===== src/rtl/pea_enable.sv =====
// pea_enable: decides whether the PEA may fire in its current mode.
// The block only observes FIFO occupancy/free-space counts and the head word
// of the command FIFO; it never pops, pushes or alters any FIFO.
// enable is registered: it reflects the inputs sampled on the previous edge.
module pea_enable #(
  parameter int word_size   = 16,
  parameter int buffer_size = 1024,
  localparam int W          = $clog2(buffer_size)
) (
  input  logic                 clk,
  input  logic                 rst,
  input  logic [W-1:0]         command_pop,
  input  logic [W-1:0]         data_pop,
  input  logic [W-1:0]         result_free_space,
  input  logic [W-1:0]         status_free_space,
  input  logic [2:0]           mode,
  input  logic [word_size-1:0] command_in,
  output logic                 enable
);

  // PEA mode encoding; values 6 and 7 are unused and never fire.
  typedef enum logic [2:0] {
    MODE_GET_COMMAND = 3'd0,
    MODE_STP         = 3'd1,
    MODE_EVP         = 3'd2,
    MODE_EVB         = 3'd3,
    MODE_OUTPUT      = 3'd4,
    MODE_RST         = 3'd5
  } mode_e;

  // Comparison width: wide enough for a W-bit count, the 5-bit batch count
  // and N_reg+1 (up to 16) with one spare bit so nothing ever wraps.
  localparam int BASE_W = (W > 5) ? W : 5;
  localparam int EW     = BASE_W + 1;

  // Decoded fields of the command FIFO head word.
  logic [2:0] cmd_opcode;
  logic [3:0] cmd_n;
  logic [4:0] cmd_b;

  // Latched polynomial degree and batch count.
  logic [3:0] n_reg;
  logic [4:0] b_reg;

  // Zero-extended counts and thresholds for overflow-free unsigned compares.
  logic [EW-1:0] command_ext;
  logic [EW-1:0] data_ext;
  logic [EW-1:0] result_ext;
  logic [EW-1:0] status_ext;
  logic [EW-1:0] n_plus_one;
  logic [EW-1:0] b_ext;

  // Per-term condition flags.
  logic have_command;
  logic have_data;
  logic have_result_slot;
  logic have_status_slot;
  logic stp_ready;
  logic evb_data_ready;
  logic evb_result_ready;

  // Combinational firing condition for the current mode.
  logic cond;

  // Opcode and reserved bits are carried by the command word but are not
  // needed to decide enable; fold them into a sink so they are visibly unused.
  logic unused_cmd_bits;

  // Split the command head word into its fields (peek only).
  always_comb begin
    cmd_opcode = command_in[2:0];
    cmd_n      = command_in[6:3];
    cmd_b      = command_in[11:7];
  end

  assign unused_cmd_bits = ^{cmd_opcode, command_in[word_size-1:12]};

  // Latch N and b whenever a command is available while fetching commands.
  always_ff @(posedge clk or negedge rst) begin
    if (!rst) begin
      n_reg <= 4'd0;
      b_reg <= 5'd0;
    end else if ((mode == MODE_GET_COMMAND) && have_command) begin
      n_reg <= cmd_n;
      b_reg <= cmd_b;
    end
  end

  // Widen every count and threshold to a common width before comparing.
  always_comb begin
    command_ext = EW'(command_pop);
    data_ext    = EW'(data_pop);
    result_ext  = EW'(result_free_space);
    status_ext  = EW'(status_free_space);
    n_plus_one  = EW'(n_reg) + EW'(1);
    b_ext       = EW'(b_reg);
  end

  // Evaluate the individual threshold terms shared between modes.
  always_comb begin
    have_command     = (command_ext != '0);
    have_data        = (data_ext != '0);
    have_result_slot = (result_ext != '0);
    have_status_slot = (status_ext != '0);
    stp_ready        = (data_ext >= n_plus_one);
    evb_data_ready   = (data_ext >= b_ext);
    evb_result_ready = (result_ext >= b_ext);
  end

  // Select the firing condition for the current mode.
  always_comb begin
    cond = 1'b0;
    case (mode)
      MODE_GET_COMMAND: cond = have_command;
      MODE_STP:         cond = stp_ready;
      MODE_EVP:         cond = have_data && have_result_slot && have_status_slot;
      MODE_EVB:         cond = evb_data_ready && evb_result_ready && have_status_slot;
      MODE_OUTPUT:      cond = have_result_slot && have_status_slot;
      MODE_RST:         cond = 1'b1;
      default:          cond = 1'b0;
    endcase
  end

  // Register the condition; reset forces enable low immediately.
  always_ff @(posedge clk or negedge rst) begin
    if (!rst) begin
      enable <= 1'b0;
    end else begin
      enable <= cond;
    end
  end

endmodule


===== config.mk =====
export PLATFORM = sky130hd
export DESIGN_NAME = pea_enable
export DESIGN_NICKNAME = d
export VERILOG_FILES = /design/src/rtl/pea_enable.sv
export SDC_FILE = /design/constraint.sdc
export NUM_CORES = 1
export LEC_CHECK = 0
export CORE_MARGIN = 3
export CORE_UTILIZATION = 38
export CTS_CLUSTER_DIAMETER = 80
export CTS_CLUSTER_SIZE = 40
export DETAILED_ROUTE_END_ITERATION = 12
export GPL_TIMING_DRIVEN = 0
export PLACE_DENSITY = 0.95
export RECOVER_POWER = 50
export SLEW_MARGIN = 0
export SYNTH_ARGS = -nofsm -noshare
export SYNTH_HDL_FRONTEND = slang
export SYNTH_SLANG_ARGS = --single-unit

===== constraint.sdc =====
create_clock -name clk -period 2.54 [get_ports clk]
set_clock_uncertainty 0.1 [all_clocks]
set_input_delay 0.508 -clock clk [delete_from_list [all_inputs] [get_ports clk]]
set_output_delay 0.508 -clock clk [all_outputs]
set_load 0.02 [all_outputs]

; ---- Word level (Yosys, flattened, before mapping)
; Cells that the tools add are included.
[word_totals]
regBits = 10
output_inout_bits = 1
[op_classes]
addsub = 1
eq_ne = 5
n_lt_le_gt_ge = 3
reduce_logical = 11
mux = 1
[ops]
columns = op, count
row1 = 11-bit nonzero test, 4
row2 = 10-bit by 5-bit greater-or-equal comparator with 1-bit output, 3
row3 = "3-bit by 2-bit equality test with 1-bit output, second input constant", 2
row4 = "3-bit equality test, second input constant", 2
row5 = 1-bit logical AND, 6
row6 = 1-bit case mux with 6 select lines, 1
row7 = "4-bit by 1-bit adder with 5-bit output, second input constant", 1
row8 = "3-bit by 1-bit equality test with 1-bit output, second input constant", 1
row9 = 3-bit zero test, 1

; ---- Logic depth before layout (Yosys ltp)
[logic_depth]
word_depth = 4
depth_mapped = 7
ltp_nobuf = 7

; ---- Worst setup path after synthesis
; Ideal clock, no wire load.
[synth_path]
kind = input-to-reg
startpoint = in data_pop[7]
endpoint = reg enable
path_buffers = 0
t_required_ps = 2309
cell_stages = 5
path_slack_ps = 564
arrival_time_ps = 1745
setup_time_ps = 131
path_cell_list = or4_4 -> or2_1 -> o311ai_2 -> a22o_1 -> nand4_1
[synth_between]
elab_chain_len = 4
elab_cells_between_ends = 8
[synth_lines]
columns = element, line_no
row1 = from (decl), 13  ; input logic [W-1:0] data_pop,
row2 = 10-bit by 5-bit greater-or-equal comparator with 1-bit output / 11-bit nonzero test (equally long branches), "106, 102"
row3 = "1-bit logical AND, on equally long branches (2 in series)", "117, 116"
row4 = 1-bit case mux with 6 select lines (*), 113  ; case (mode)
row5 = named net cond, 63  ; logic cond;
row6 = to (signal assigned), 129  ; enable <= cond;
row7 = to (decl), 18  ; output logic enable
; Mark *: on every way through the listed nets, which the timed path passes. The rest lies on a longest branch.
; A chain may end at the register's enable or synchronous reset.

; ---- Worst setup path in the final report
; Ends and elaborated chain as after synthesis.

==> results by stage <==
Clock tree:
- The number of buffers added by the clock tree synthesis step is 3.
- CTS built an H-tree with a depth of 1.
- The hold-fix buffer count after cts is 0.
- The longest clock path from root to sink contains 2 buffers.
- The tree is rooted in a sky130_fd_sc_hd__clkbuf_4.
- Post-CTS repair changed the size of 0 cells.
- The clock latency reported for the late side of the worst-skew pair is 280 ps.
- The post-CTS repair timing setup buffer count is 0.
- The register clock-pin slew on the reported worst setup and hold paths is 70 ps.
- The TritonCTS sink count is 10.
- The clock tree from TritonCTS is built.

Synthesis:
- The commonest cells after synthesis are sky130_fd_sc_hd__ha_1, sky130_fd_sc_hd__dfrtp_1, sky130_fd_sc_hd__inv_1.
- The library cell occupying the most area in the post-synthesis netlist is sky130_fd_sc_hd__dfrtp_1.
- In this run, synthesis inferred 0 flip-flops with an integrated enable.
- Among all flip-flop cells after synthesis, the most frequent one is sky130_fd_sc_hd__dfrtp_1.
- Of the post-synthesis cell area, the dominant cell type holds 0.271.
- The total nets after synthesis is 175.
- The most common cell in the synthesized netlist is sky130_fd_sc_hd__ha_1.
- The number of synthesized register bits is 10.
- Of all flip-flops after synthesis, the portion carrying an async set or reset was 1.00.
- In the post-synthesis netlist, the biggest area contributors are sky130_fd_sc_hd__dfrtp_1, sky130_fd_sc_hd__ha_1, sky130_fd_sc_hd__mux2_2, sky130_fd_sc_hd__o21ai_0, sky130_fd_sc_hd__inv_1.
- Yosys printed 0 warnings.
- The mapped cell area is 925 sq um.
- In this run the mean area of a mapped cell was 9.44 sq um.
- The post-synthesis cell type count is 33.
- The post-synthesis instance total is 98.
- The fraction of the yosys area taken by sequential cells is 0.271.

Power:
- The worst supply voltage drop on vdd is 0.289 mV.
- The post-route total power is 0.569 mW.
- In this run the static leakage power is 0.609 nW.
- The total power divided by cell area is 373 mW/mm^2.

Worst hold path:
- The worst hold path belongs to the class flop to flop.
- The instance count along the most critical hold path is 1.
- The worst hold path startpoint is n_reg[1].
- For hold timing, the worst endpoint is n_reg[1].

Finish:
- The number of nets in the layout is 234.
- In the final layout, the share of cells above drive strength 1 is 0.0839.
- The number of flip-flops in the largest register is 5.
- The antenna diode instance count is 0.
- Measured on the finished design, the core utilization comes to 0.675.
- The growth of design area from synthesis to finish is 64.7%.

Die:
- The area of the die is 0.00306 sq mm.
- The total core area is 0.00225 sq mm.
- The y dimension of the die is 55.3 um.
- The number of standard-cell rows in the floorplan is 17.
- The x dimension of the die is 55.3 um.
- For this configuration, the core starts out at a cell density of 0.410.
- The count of boundary I/O pins is 62.

Global routing:
- The total routing resource utilization after global routing is 0.198.
- The pin count of the biggest net entering global routing is 11.
- Summed over all layers, the global routing overflow is 0.
- The via count of the first global-routing pass is 1,073.
- The number of antenna violations at the first check in global routing is 0.
- The first global-routing pass estimated 4800 um of wire.

Critical path:
- The reg-to-reg endpoint is enable.
- STA classifies the critical path startpoint as a primary input.
- Walking the worst path, the cells encountered are clkdlybuf4s50_1 -> or4_4 -> or2_1 -> o311ai_2 -> a22o_1 -> nand4_1.
- The arrival time reported for the critical path endpoint is 2250 ps.
- The largest driver fanout on the critical path is 3.
- In this design, the stage delay of the slowest critical-path cell is 540 ps.
- The sort of element at the end of the critical path is a flop.
- The startpoint identified for the worst register-to-register timing path is n_reg[0].
- The start-to-end type of the worst setup path is primary input to flop.
- For the worst setup path, the data required time is 2600 ps.
- The cell type of the slowest stage on the worst timing path is sky130_fd_sc_hd__or4_4.
- The register-to-register setup slack is 800 ps.
- Measured in cells, the most critical reg-to-reg path has a length of 7.

Drt:
- The wire length reported by the detailed router is 2870 um.
- The via count of the routed design is 1,007.
- After the first detailed-routing iteration, the DRC count stood at 15.
- The pre-antenna-repair detailed-routing pass consisted of 4 iterations.
- The number of nets still failing antenna checks after routing is 0.
- The vias per cell is 5.50.
- After detailed routing, the average wire length per cell comes to 15.7 um.
- The DRC violations left is 0.

Placement:
- The HPWL after detailed placement is 2470 um.
- At the end of routability-driven placement, the weighted congestion stood at 0.968.
- During placement, the flow inserted port buffers numbering 54.

STA:
- In this run the tightest slew margin relative to its limit is 0.634.
- Setup repair after global routing left no endpoint under its margin.
- The transition time at the pin with the least slew margin is 548 ps.
- The count of endpoints failing hold in the final timing report is 0.
- The maximum clock frequency is 457 MHz.
- Setup total negative slack on the finished layout was measured at 0 ps.
- The minimum clock period is 2190 ps.
- In the finished design, the share of the clock period the worst path needs comes to 0.862.
- The number of setup violations in the final report is 0.
- The number of pins with negative max-slew slack in the final report is 0.

Job:
- The number of violations of the max-capacitance limit is 0.

Status:
- The flow ran to the end, and the final reports show no timing, DRC or antenna violations.
[how the worst max path moves through the flow]
stage	startpoint	endpoint	slack (ps)	cells after the start
6_report	data_pop[7]	enable	350	6
3_3_place_gp	data_pop[7]	enable	120	6
3_5_place_dp	data_pop[7]	enable	60	6
5_1_grt	data_pop[7]	enable	230	6
4_1_cts	data_pop[7]	enable	350	6
2_1_floorplan	data_pop[7]	enable	560	5
[cells in the final DEF, fill, tap and decap left out, types with 2 or more instances in the layout]
master                            count
sky130_fd_sc_hd__mux2_2               4
sky130_fd_sc_hd__clkbuf_4             3
sky130_fd_sc_hd__o21ai_0              7
sky130_fd_sc_hd__o21ai_1              4
sky130_fd_sc_hd__ha_1                16
sky130_fd_sc_hd__nor2_1               4
sky130_fd_sc_hd__nand3_1              4
sky130_fd_sc_hd__dfrtp_1             10
sky130_fd_sc_hd__or4_1                3
sky130_fd_sc_hd__nor3b_1              2
sky130_fd_sc_hd__nand3b_1             2
sky130_fd_sc_hd__clkdlybuf4s50_1     53
sky130_fd_sc_hd__inv_1                9
sky130_fd_sc_hd__nor4_1               5
sky130_fd_sc_hd__nand2_1              6
sky130_fd_sc_hd__nand2b_1             3
[worst max-delay path: cells and delay by family]
family	cells	cell delay, ps
simple gates	3	880
compound gates	2	460
buf+inv	1	400
[metal layers]
metal  wire (um)  vias up  track usage
met5           0        -            0
met4          82        0       0.0868
met3         237        8       0.0771
met2        1380       51        0.340
met1        1170      462        0.213
li1            -      486            -
[stage by stage]
stage | instance area, sq um | setup slack [ps] | cells | hold WS [ps]
3_3_place_gp | 1500 | 118 | 180 | 423
3_5_place_dp | 1500 | 57.6 | 180 | 445
4_1_cts | 1520 | 346 | 183 | 458
5_1_grt | 1520 | 228 | 183 | 468
6_report | 1520 | 351 | 183 | 452
2_1_floorplan | 925 | 564 | 98 | 112
[layout make-up]
class                           instances  area, sq um
Clock buffer                            3         22.5
Timing Repair Buffer                   54          541
Inverter                                9         33.8
Multi-Input combinational cell         78          636
Sequential cell                        10          250
Buffer                                  1         5.00
Fill cell                             177          732
Tap cell                               28         35.0
[kinds of logic (layout without fill, tap and decap cells)]
logic type,Yosys count,after routing,synth area share
AO/OA/AOI/OAI,20,20,0.168
XOR/XNOR,2,2,0.0189
adder cells (fa/ha/maj),16,16,0.217
buffers and inverters,10,67,0.0419
flip-flops,10,10,0.271
multiplexers,4,4,0.0487
AND/OR/NAND/NOR,36,36,0.235
[report_power, final]
part           total, mW  switching, mW  internal [mW]
Sequential         0.204         0.0175          0.187
Clock              0.112         0.0577         0.0548
Combinational      0.252          0.103          0.150
(Power assumes the default switching activity.)
==> RTL edit (same flow settings) <==
Change the parameter `buffer_size` from 1024 to 4096.
--- a/src/rtl/pea_enable.sv
+++ b/src/rtl/pea_enable.sv
@@ -4,7 +4,7 @@
 // enable is registered: it reflects the inputs sampled on the previous edge.
 module pea_enable #(
   parameter int word_size   = 16,
-  parameter int buffer_size = 1024,
+  parameter int buffer_size = 4096,
   localparam int W          = $clog2(buffer_size)
 ) (
   input  logic                 clk,
Ports: changed (resized command_pop, data_pop, result_free_space and status_free_space); port bits go from 62 to 70. The function was not compared with the original's and may differ.
==> RTL edit against the original RTL <==
  * Critical path depth grew 2
  * Highest routed layer unchanged
  * Count of clock-buffer cells in the layout rose by 1
  * Sequential cell count stayed put
  * Setup slack got worse by 0.22 ns
  * Power grew 11%
  * Cell area rose by 6.4%
  * Area after synthesis grew 0.41%
  * Routed wire length fell by 0.28%
==> RTL edit: results (changes against the original RTL) <==
Status
  • Status: finished, final reports clean

Cells and area
  • Fillers: 159 (-10%)
  • Fraction of area in multi-input gates: 39.8% (-2.0 points)
  • Ant. Diodes: 0 (unchanged)
  • CLK BUF: 4 (+1)
  • Multi-input gates: 75 (-3.8%)
  • Max reg flops: 5 (unchanged)
  • Logic inverters: 9 (unchanged)
  • Fraction of area in registers: 15.4% (-0.99 points)
  • P&R area growth vs syn: 74.5%
  • FF+latch count: 10 (unchanged)
  • Clock Network Area Fraction: 2.24% (+0.76 points)
  • Share of layout cells above drive strength 1: 12.5% (+4.1 points)
  • Nets@finish: 246 (+5.1%)
  • Data buffer area share: 38.3% (+2.5 points)
  • Non-clock buffer count: 62 (+13%)

Worst hold path
  • Worst Min Path Start: b_reg[4]$_DFFE_PN0P_
  • Hold EP: b_reg[4]$_DFFE_PN0P_

Logic synthesis
  • Syn nets: 179 (+2.3%)
  • Distinct cells, synth: 31 (-6.1%)
  • Dominant cells by area after synthesis: dfrtp_1 27%, ha_1 22%, mux2_2 11%
  • Post-Syn Instances: 94 (-4.1%)
  • Top FF cell, synth: dfrtp_1
  • Synth cell count leaders: 16 x ha_1, 10 x dfrtp_1, 10 x nor4_1
  • Fraction of registers with async set/reset: 100% (unchanged)
  • Seq/Total Area, Yosys: 27.0% (-0.11 points)

Critical path
  • Largest stage delay on the critical path: 0.50 ns (-0.04 ns)
  • CP max stage cell: clkdlybuf4s50_1
  • Critical path's top delay family: compound AO/OA/AOI/OAI gates
  • CP startpoint: data_pop[0]
  • Arr. time, crit path: 2.44 ns (+0.19 ns)
  • Reg2reg setup slack: 0.39 ns (-0.41 ns)
  • Critical path peak fanout: 2 (-1)

Timing
  • Worst hold slack: 0.408 ns (-0.0446 ns)
  • Max Clock Freq: 414 MHz (-9.3%)
  • Slew at the pin closest to its max-slew limit: 0.585 ns (+0.0368 ns)

GRT
  • Total Routing Usage GR: 19.6% (-0.18 points)
  • Vias in the first global route: 1,080 (+0.65%)
  • First-pass GRT wire length: 4810 um (+0.29%)

Clocking
  • Cts repair resizes: 0 (unchanged)
  • Worst-Skew Late Latency: 0.25 ns (-0.03 ns)
  • H-Tree Depth: 1 (unchanged)
  • Longest Clk Path Bufs: 2 (unchanged)

Route
  • Wire per inst: 15.2 um (-2.9%)
  • Vias/cell: 5.36 (-2.6%)
  • Drt initial violations: 9 (-6)
  • Via count: 1,008 (+0.099%)

Placement
  • GPL Wtd Cong: 0.883 (-8.8%)
  • PortBufs: 62 (+15%)
  • Worst slack, placed: -0.124 ns (-0.182 ns)
  • HPWL Detailed: 2570 um (+3.9%)
  • Placed Instance Area: 1580 um2 (+5.6%)

Power
  • VDD IR max: 0.360 mV (+25%)
  • Net switching power: 0.180 mW (+1.1%)
  • Leakage Power: 0.664 nW (+8.9%)

Die
  • Die area: 3070 um2 (+0.36%)
## RTL edit: routing by layer
layer	track usage (%)	vias up	routed length [um]
met5	0	-	0
met1	21.0	462	1130
met4	9.03	0	26
met2	35.8	52	1480
li1	-	490	-
met3	4.67	4	226
## RTL edit: cells by family (layout without fill, tap and decap cells)
logic type,Yosys count,count (layout),synth area share [%]
AOI/OAI and AO/OA,13,13,8.76
and+or+nand+nor,34,34,25.3
DFF,10,10,27.0
adders and majority gates,16,16,21.6
xor gates and xnor gates,3,3,2.83
muxes,9,9,10.9
buffers and inverters,9,75,3.64
## RTL edit: power by group through the flow
stage / Combinational (mW) / Sequential [mW] / Clock [mW]
3_5_place_dp: 0.285 / 0.214 / 0
3_3_place_gp: 0.262 / 0.211 / 0
5_1_grt: 0.316 / 0.214 / 0.150
2_1_floorplan: 0.135 / 0.209 / 0
6_report: 0.285 / 0.211 / 0.136
4_1_cts: 0.287 / 0.210 / 0.144
